<file path="config.mk">
export PLATFORM = sky130hd
export DESIGN_NAME = mul_requester
export DESIGN_NICKNAME = d
export VERILOG_FILES = /design/src/rtl/mul_requester_pkg.sv /design/src/rtl/cla8.sv /design/src/rtl/mul_req_watchdog.sv /design/src/rtl/mul_requester.sv
export SDC_FILE = /design/constraint.sdc
export NUM_CORES = 1
export LEC_CHECK = 0
export CAP_MARGIN = 20
export CORE_AREA = 2 2 205 207
export CTS_BUF_LIST = sky130_fd_sc_hd__clkbuf_8
export DETAILED_ROUTE_END_ITERATION = 16
export DIE_AREA = 0 0 207 209
export HOLD_SLACK_MARGIN = 0.06
export SETUP_SLACK_MARGIN = 0.4
export SLEW_MARGIN = 20
export SYNTH_ARGS = -nofsm -noshare
export SYNTH_HDL_FRONTEND = slang
export SYNTH_SLANG_ARGS = --single-unit
</file>
<file path="constraint.sdc">
create_clock -name clk -period 4.6 [get_ports clk]
set_input_delay 0.69 -clock clk [delete_from_list [all_inputs] [get_ports clk]]
set_output_delay 0.69 -clock clk [all_outputs]
set_load 0.02 [all_outputs]
</file>
<file path="src/rtl/mul_requester_pkg.sv">
// Shared types and helpers for the Booth multiplier command-side requester.
package mul_requester_pkg;

    localparam int DATA_W_DEF = 64;

    localparam logic [1:0] ST_IDLE  = 2'd0;
    localparam logic [1:0] ST_CLEAR = 2'd1;
    localparam logic [1:0] ST_RUN   = 2'd2;
    localparam logic [1:0] ST_RESP  = 2'd3;

    typedef enum logic [1:0] {
        IDLE  = ST_IDLE,
        CLEAR = ST_CLEAR,
        RUN   = ST_RUN,
        RESP  = ST_RESP
    } state_t;

    // Watchdog must be able to represent TIMEOUT itself.
    function automatic int wd_width(input int timeout);
        return $clog2(timeout + 1);
    endfunction

endpackage

</file>
<file path="src/rtl/cla8.sv">
// 8-bit carry-lookahead adder slice; chain through i_cin/o_cout for wider sums.
module cla8 (
    input  logic [7:0] i_a,
    input  logic [7:0] i_b,
    input  logic       i_cin,
    output logic [7:0] o_sum,
    output logic       o_cout
);

    logic [7:0] w_g;
    logic [7:0] w_p;
    logic [8:0] w_c;

    assign w_g = i_a & i_b;
    assign w_p = i_a ^ i_b;

    // Each carry is the flat sum-of-products over all lower generate terms.
    always_comb begin
        logic v_term;
        w_c    = '0;
        w_c[0] = i_cin;
        for (int i = 0; i < 8; i++) begin
            v_term     = 1'b1;
            w_c[i + 1] = 1'b0;
            for (int j = i; j >= 0; j--) begin
                w_c[i + 1] = w_c[i + 1] | (v_term & w_g[j]);
                v_term     = v_term & w_p[j];
            end
            w_c[i + 1] = w_c[i + 1] | (v_term & i_cin);
        end
    end

    assign o_sum  = w_p ^ w_c[7:0];
    assign o_cout = w_c[8];

endmodule

</file>
<file path="src/rtl/mul_req_watchdog.sv">
// Saturating RUN-phase watchdog: loadable up-counter with clear, enable and
// a terminal-count flag at TIMEOUT-1.
module mul_req_watchdog
    import mul_requester_pkg::*;
#(
    parameter int TIMEOUT = 100,
    parameter int W       = wd_width(TIMEOUT)
) (
    input  logic         i_clk,
    input  logic         i_reset,
    input  logic         i_clear,
    input  logic         i_load,
    input  logic [W-1:0] i_load_val,
    input  logic         i_en,
    output logic         o_tc
);

    localparam int N = (W + 7) / 8;
    localparam logic [W-1:0] TC_VAL = W'(TIMEOUT - 1);

    logic [W-1:0]   r_count;
    logic [N*8-1:0] w_a;
    logic [N*8-1:0] w_sum;
    logic [N:0]     w_carry;
    logic           w_ovf;
    logic           w_tc;

    always_comb begin
        w_a          = '0;
        w_a[W-1:0]   = r_count;
    end

    assign w_carry[0] = 1'b1;

    for (genvar g = 0; g < N; g++) begin : g_cla
        cla8 u_cla (
            .i_a    (w_a[g*8 +: 8]),
            .i_b    (8'd0),
            .i_cin  (w_carry[g]),
            .o_sum  (w_sum[g*8 +: 8]),
            .o_cout (w_carry[g + 1])
        );
    end

    // Any carry out of the live W bits means the increment would wrap.
    always_comb begin
        w_ovf = w_carry[N];
        for (int i = W; i < N * 8; i++) begin
            w_ovf = w_ovf | w_sum[i];
        end
    end

    assign w_tc = (r_count == TC_VAL);
    assign o_tc = w_tc;

    always_ff @(posedge i_clk) begin
        if (i_reset || i_clear) begin
            r_count <= '0;
        end else if (i_load) begin
            r_count <= i_load_val;
        end else if (i_en && !w_tc && !w_ovf) begin
            r_count <= w_sum[W-1:0];
        end
    end

endmodule

</file>
<file path="src/rtl/mul_requester.sv">
// Command-side controller: accepts an operand pair, sequences the Booth core
// through clear/start, waits for done (or watchdog timeout) and returns the product.
module mul_requester
    import mul_requester_pkg::*;
#(
    parameter int DATA_W  = DATA_W_DEF,
    parameter int TIMEOUT = 100
) (
    input  logic                  clk,
    input  logic                  reset,
    input  logic                  req_valid,
    output logic                  req_ready,
    input  logic [DATA_W-1:0]     req_a,
    input  logic [DATA_W-1:0]     req_b,
    output logic                  rsp_valid,
    input  logic                  rsp_ready,
    output logic [2*DATA_W-1:0]   rsp_result,
    output logic                  rsp_error,
    output logic                  op_start,
    output logic                  op_clear,
    output logic [DATA_W-1:0]     multiplicand,
    output logic [DATA_W-1:0]     multiplier,
    input  logic                  op_done,
    input  logic [2*DATA_W-1:0]   result,
    output logic                  busy,
    output logic [1:0]            o_dbg_state
);

    localparam int WD_W = wd_width(TIMEOUT);

    // Both ports transfer on a rising edge where valid and ready are high;
    // valid never drops before ready and the payload is held until then.

    state_t r_state;
    state_t w_next;
    logic   w_wd_tc;

    mul_req_watchdog #(
        .TIMEOUT (TIMEOUT),
        .W       (WD_W)
    ) u_watchdog (
        .i_clk      (clk),
        .i_reset    (reset),
        .i_clear    (r_state == CLEAR),
        .i_load     (1'b0),
        .i_load_val ('0),
        .i_en       (r_state == RUN),
        .o_tc       (w_wd_tc)
    );

    always_comb begin
        w_next = r_state;
        case (r_state)
            IDLE:    if (req_valid) w_next = CLEAR;
            CLEAR:   w_next = RUN;
            RUN:     if (op_done || w_wd_tc) w_next = RESP;
            RESP:    if (rsp_ready) w_next = IDLE;
            default: w_next = IDLE;
        endcase
    end

    assign req_ready   = (r_state == IDLE);
    assign o_dbg_state = r_state;

    // Control outputs are registered copies of the next-state decode.
    always_ff @(posedge clk) begin
        if (reset) begin
            r_state      <= IDLE;
            op_clear     <= 1'b0;
            op_start     <= 1'b0;
            rsp_valid    <= 1'b0;
            busy         <= 1'b0;
            rsp_result   <= '0;
            rsp_error    <= 1'b0;
            multiplicand <= '0;
            multiplier   <= '0;
        end else begin
            r_state   <= w_next;
            op_clear  <= (w_next == CLEAR);
            op_start  <= (w_next == RUN);
            rsp_valid <= (w_next == RESP);
            busy      <= (w_next != IDLE);
            if (r_state == IDLE && req_valid) begin
                multiplicand <= req_a;
                multiplier   <= req_b;
            end
            if (r_state == RUN) begin
                if (op_done) begin
                    rsp_result <= result;
                    rsp_error  <= 1'b0;
                end else if (w_wd_tc) begin
                    rsp_result <= '0;
                    rsp_error  <= 1'b1;
                end
            end
        end
    end

endmodule

</file>
==> summary.md <==
| Metric | Value |
|---|---|
| Status | `finished, final reports clean` |
| GRT Total Usage | `14.1%` |
| Critical path cell sequence | `nor2_1 -> clkdlybuf4s50_1` |
| Clock Pin Slew Worst Setup and Hold Paths | `60 ps` |
| First-pass DRT Iterations | `4` |
| Register bit total from synthesis | `270` |
| Core area | `0.0413 mm2` |
| DR vias | `8466` |
| NetSw | `0.00163 W` |
| Synth top area share | `61.2%` |
| RSZ-0062 raised after global routing | `no` |
| Int Power | `0.00438 W` |
| Post-synth cell types | `36` |
| Pwr/cell area | `386 mW/mm2` |
| Top-Level Pins | `525` |
| Leakage | `5.81 nW` |
| Setup TNS | `0 ps` |
| Antenna violations before repair | `0` |
| Worst path required time | `3910 ps` |
| Slew @ Worst Pin | `933 ps` |
| Non-Filler Instances | `1999` |
| TritonCTS Sinks | `270` |
| Post-synthesis async set-or-reset flop share | `0%` |
| Crit path buf inv count | `1` |
| Starting Density | `21.4%` |
| Most instantiated cells after synthesis | `dfxtp_1, nand2_1, a21oi_1` |
| Min Tclk post-route | `2710 ps` |
| Routed wire length | `32300 um` |
| Critical path endpoint category | `output pin` |
| Area contributors post-synth | `dfxtp_1, a22o_1, nand2_1, a21oi_1, clkbuf_1` |
| Hpwl dp | `23000 um` |
| ANT cells | `0` |
| Cells after synthesis | `909` |
| # rows | `75` |
| Vias in the first global route | `8426` |
| Layout cell share with drive strength beyond 1 | `6.23%` |
| Routed len/inst | `16.1 um` |
| Worst Path Arrival | `2020 ps` |
| CTS resizes | `0` |
| Cts bufs inserted | `48` |
| Post-CTS Setup Bufs | `0` |
| IO Port Bufs | `524` |
| Final ANT Viol Nets | `0` |
| Worst vdd ir | `0.190 mV` |
| Synth Area per Inst | `9.72 um2` |
| CTS hold repair buffers | `0` |
| Tightest Hold Check Type | `in -> reg` |
| Drc violations | `0` |
| Max-cap viol count | `0` |
| Leading area contributor after synthesis | `dfxtp_1` |
| Gpl congestion | `0.766` |
| Sequential power share | `42.8%` |
| Crit share post-route | `58.9%` |
| Combinational power share | `18.1%` |
| Yosys warns | `0` |
| Delay-heaviest family, CP | `buffers and inverters` |
| Worst setup SP type | `flop` |
| Sequential area share after synthesis | `61.2%` |
| Die ar. | `0.0433 mm2` |
| Rel. slew slack | `37.8%` |
| CTS tree | `yes` |
| Post-Syn Area | `0.00883 mm2` |
| # setup viols final | `0` |
| Vias per cell | `4.24` |
| Synth Flop Type | `dfxtp_1` |
| Clk buf depth | `3` |
| FF-to-FF setup slack | `2300 ps` |
| CTS H-tree lvls | `2` |
| Worst path slowest cell | `clkdlybuf4s50_1` |
| Clk root buf | `clkbuf_8` |
| Width of the die | `207 um` |
| CP Max Fanout | `9` |
| Slowest stage delay, CP | `710 ps` |
| Clk network pwr share | `39.1%` |
| Crit Path Class | `reg -> out` |
| Fin Clk Skew | `30.3 ps` |
| Initial DRC Count | `368` |
| Fmax achieved | `0.369 GHz` |
| Max-slew violations | `0` |
| Post-synth EDFFs | `0` |
| Tot Pwr | `0.00601 W` |
| Global-route wire length before repair | `48500 um` |
| Placed Cells | `1912` |
| Die Span Y | `209 um` |
| Post-Syn Nets | `1171` |
| Hold Fails Final Rpt | `0` |
| Area Overhead vs Synth | `76.3%` |
| Count leader, synth | `dfxtp_1` |
| Largest net degree at the start of global routing | `69` |
| GRT Residual Overflow | `0` |
| Sw frac | `27.1%` |
| Nets | `1685` |
| Worst-Skew Late Latency | `600 ps` |
==> worst paths after layout <==
path,start,to,cells past startpoint
setup / recovery,o_dbg_state[0],req_ready,2
hold / removal,reset,rsp_error,2
setup reg to reg,u_watchdog.r_count[0],rsp_result[52],6
hold reg to reg,multiplicand[37],multiplicand[37],2
==> through the flow <==
step	utilization, %	hold slack, ps	worst slack [ps]	cell area (um2)
after floorplan	-	452	2810	8830
after detailed placement	35.2	446	1760	14500
after global routing	37.7	344	1780	15600
after CTS	37.7	306	1800	15600
final	37.7	370	1890	15600
after global placement	35.2	441	1810	14500
==> power groups by stage <==
stage | logic (W) | clock network [W] | registers, W
floorplan | 0.000305 | 0 | 0.00279
global placement | 0.00109 | 0 | 0.00262
detailed placement | 0.00110 | 0 | 0.00262
CTS | 0.00111 | 0.00244 | 0.00257
global route | 0.00116 | 0.00253 | 0.00259
finish | 0.00109 | 0.00235 | 0.00257
==> cell families (layout without fill, tap and decap cells) <==
kind of cell	Yosys count	after routing	synth area share [%]
compound gates	273	273	21.2
buf+inv	73	624	4.26
flops	270	270	61.2
mux	2	2	0.227
fa+ha+maj	1	1	0.142
simple gates	290	290	13.0
==> state kept, by name, summed over array words and instances (netlist names) <==
name                count
rsp_result            128
multiplicand           64
multiplier             64
u_watchdog.r_count      7
o_dbg_state             2
busy                    1
op_clear                1
op_start                1
rsp_error               1
rsp_valid               1
==> metal layers <==
metal	track usage, %	vias up	part of all wire [%]
li1	-	4169	-
met1	16.4	3910	42
met2	23.6	323	48
met3	4.24	64	6.9
met4	6.75	0	3.2
met5	0	-	0
==> layout by cell type (no fill, tap or decap), types with 2 or more instances in the layout <==
master / count
nor2_1: 7
buf_12: 4
a21oi_1: 132
a22o_1: 128
o21ai_1: 2
dfxtp_1: 270
nand2_1: 263
buf_4: 8
inv_1: 14
or2_1: 2
bufinv_16: 2
clkbuf_8: 63
clkdlybuf4s50_1: 523
o31ai_1: 2
clkinvlp_4: 4
nand3_1: 3
clkinv_2: 5
o21ai_0: 3
nor3_1: 3
mux2i_1: 2
==> final cells by class <==
cell class / count / area [um2]
Clock buffer: 63 / 867
Tap cell: 539 / 674
Timing Repair Buffer: 535 / 5380
Inverter: 2 / 7.51
Fill cell: 4190 / 25700
Multi-Input combinational cell: 566 / 3080
Sequential cell: 270 / 5410
Clock inverter: 24 / 164
No activity file was read; power rests on OpenSTA's default activity.
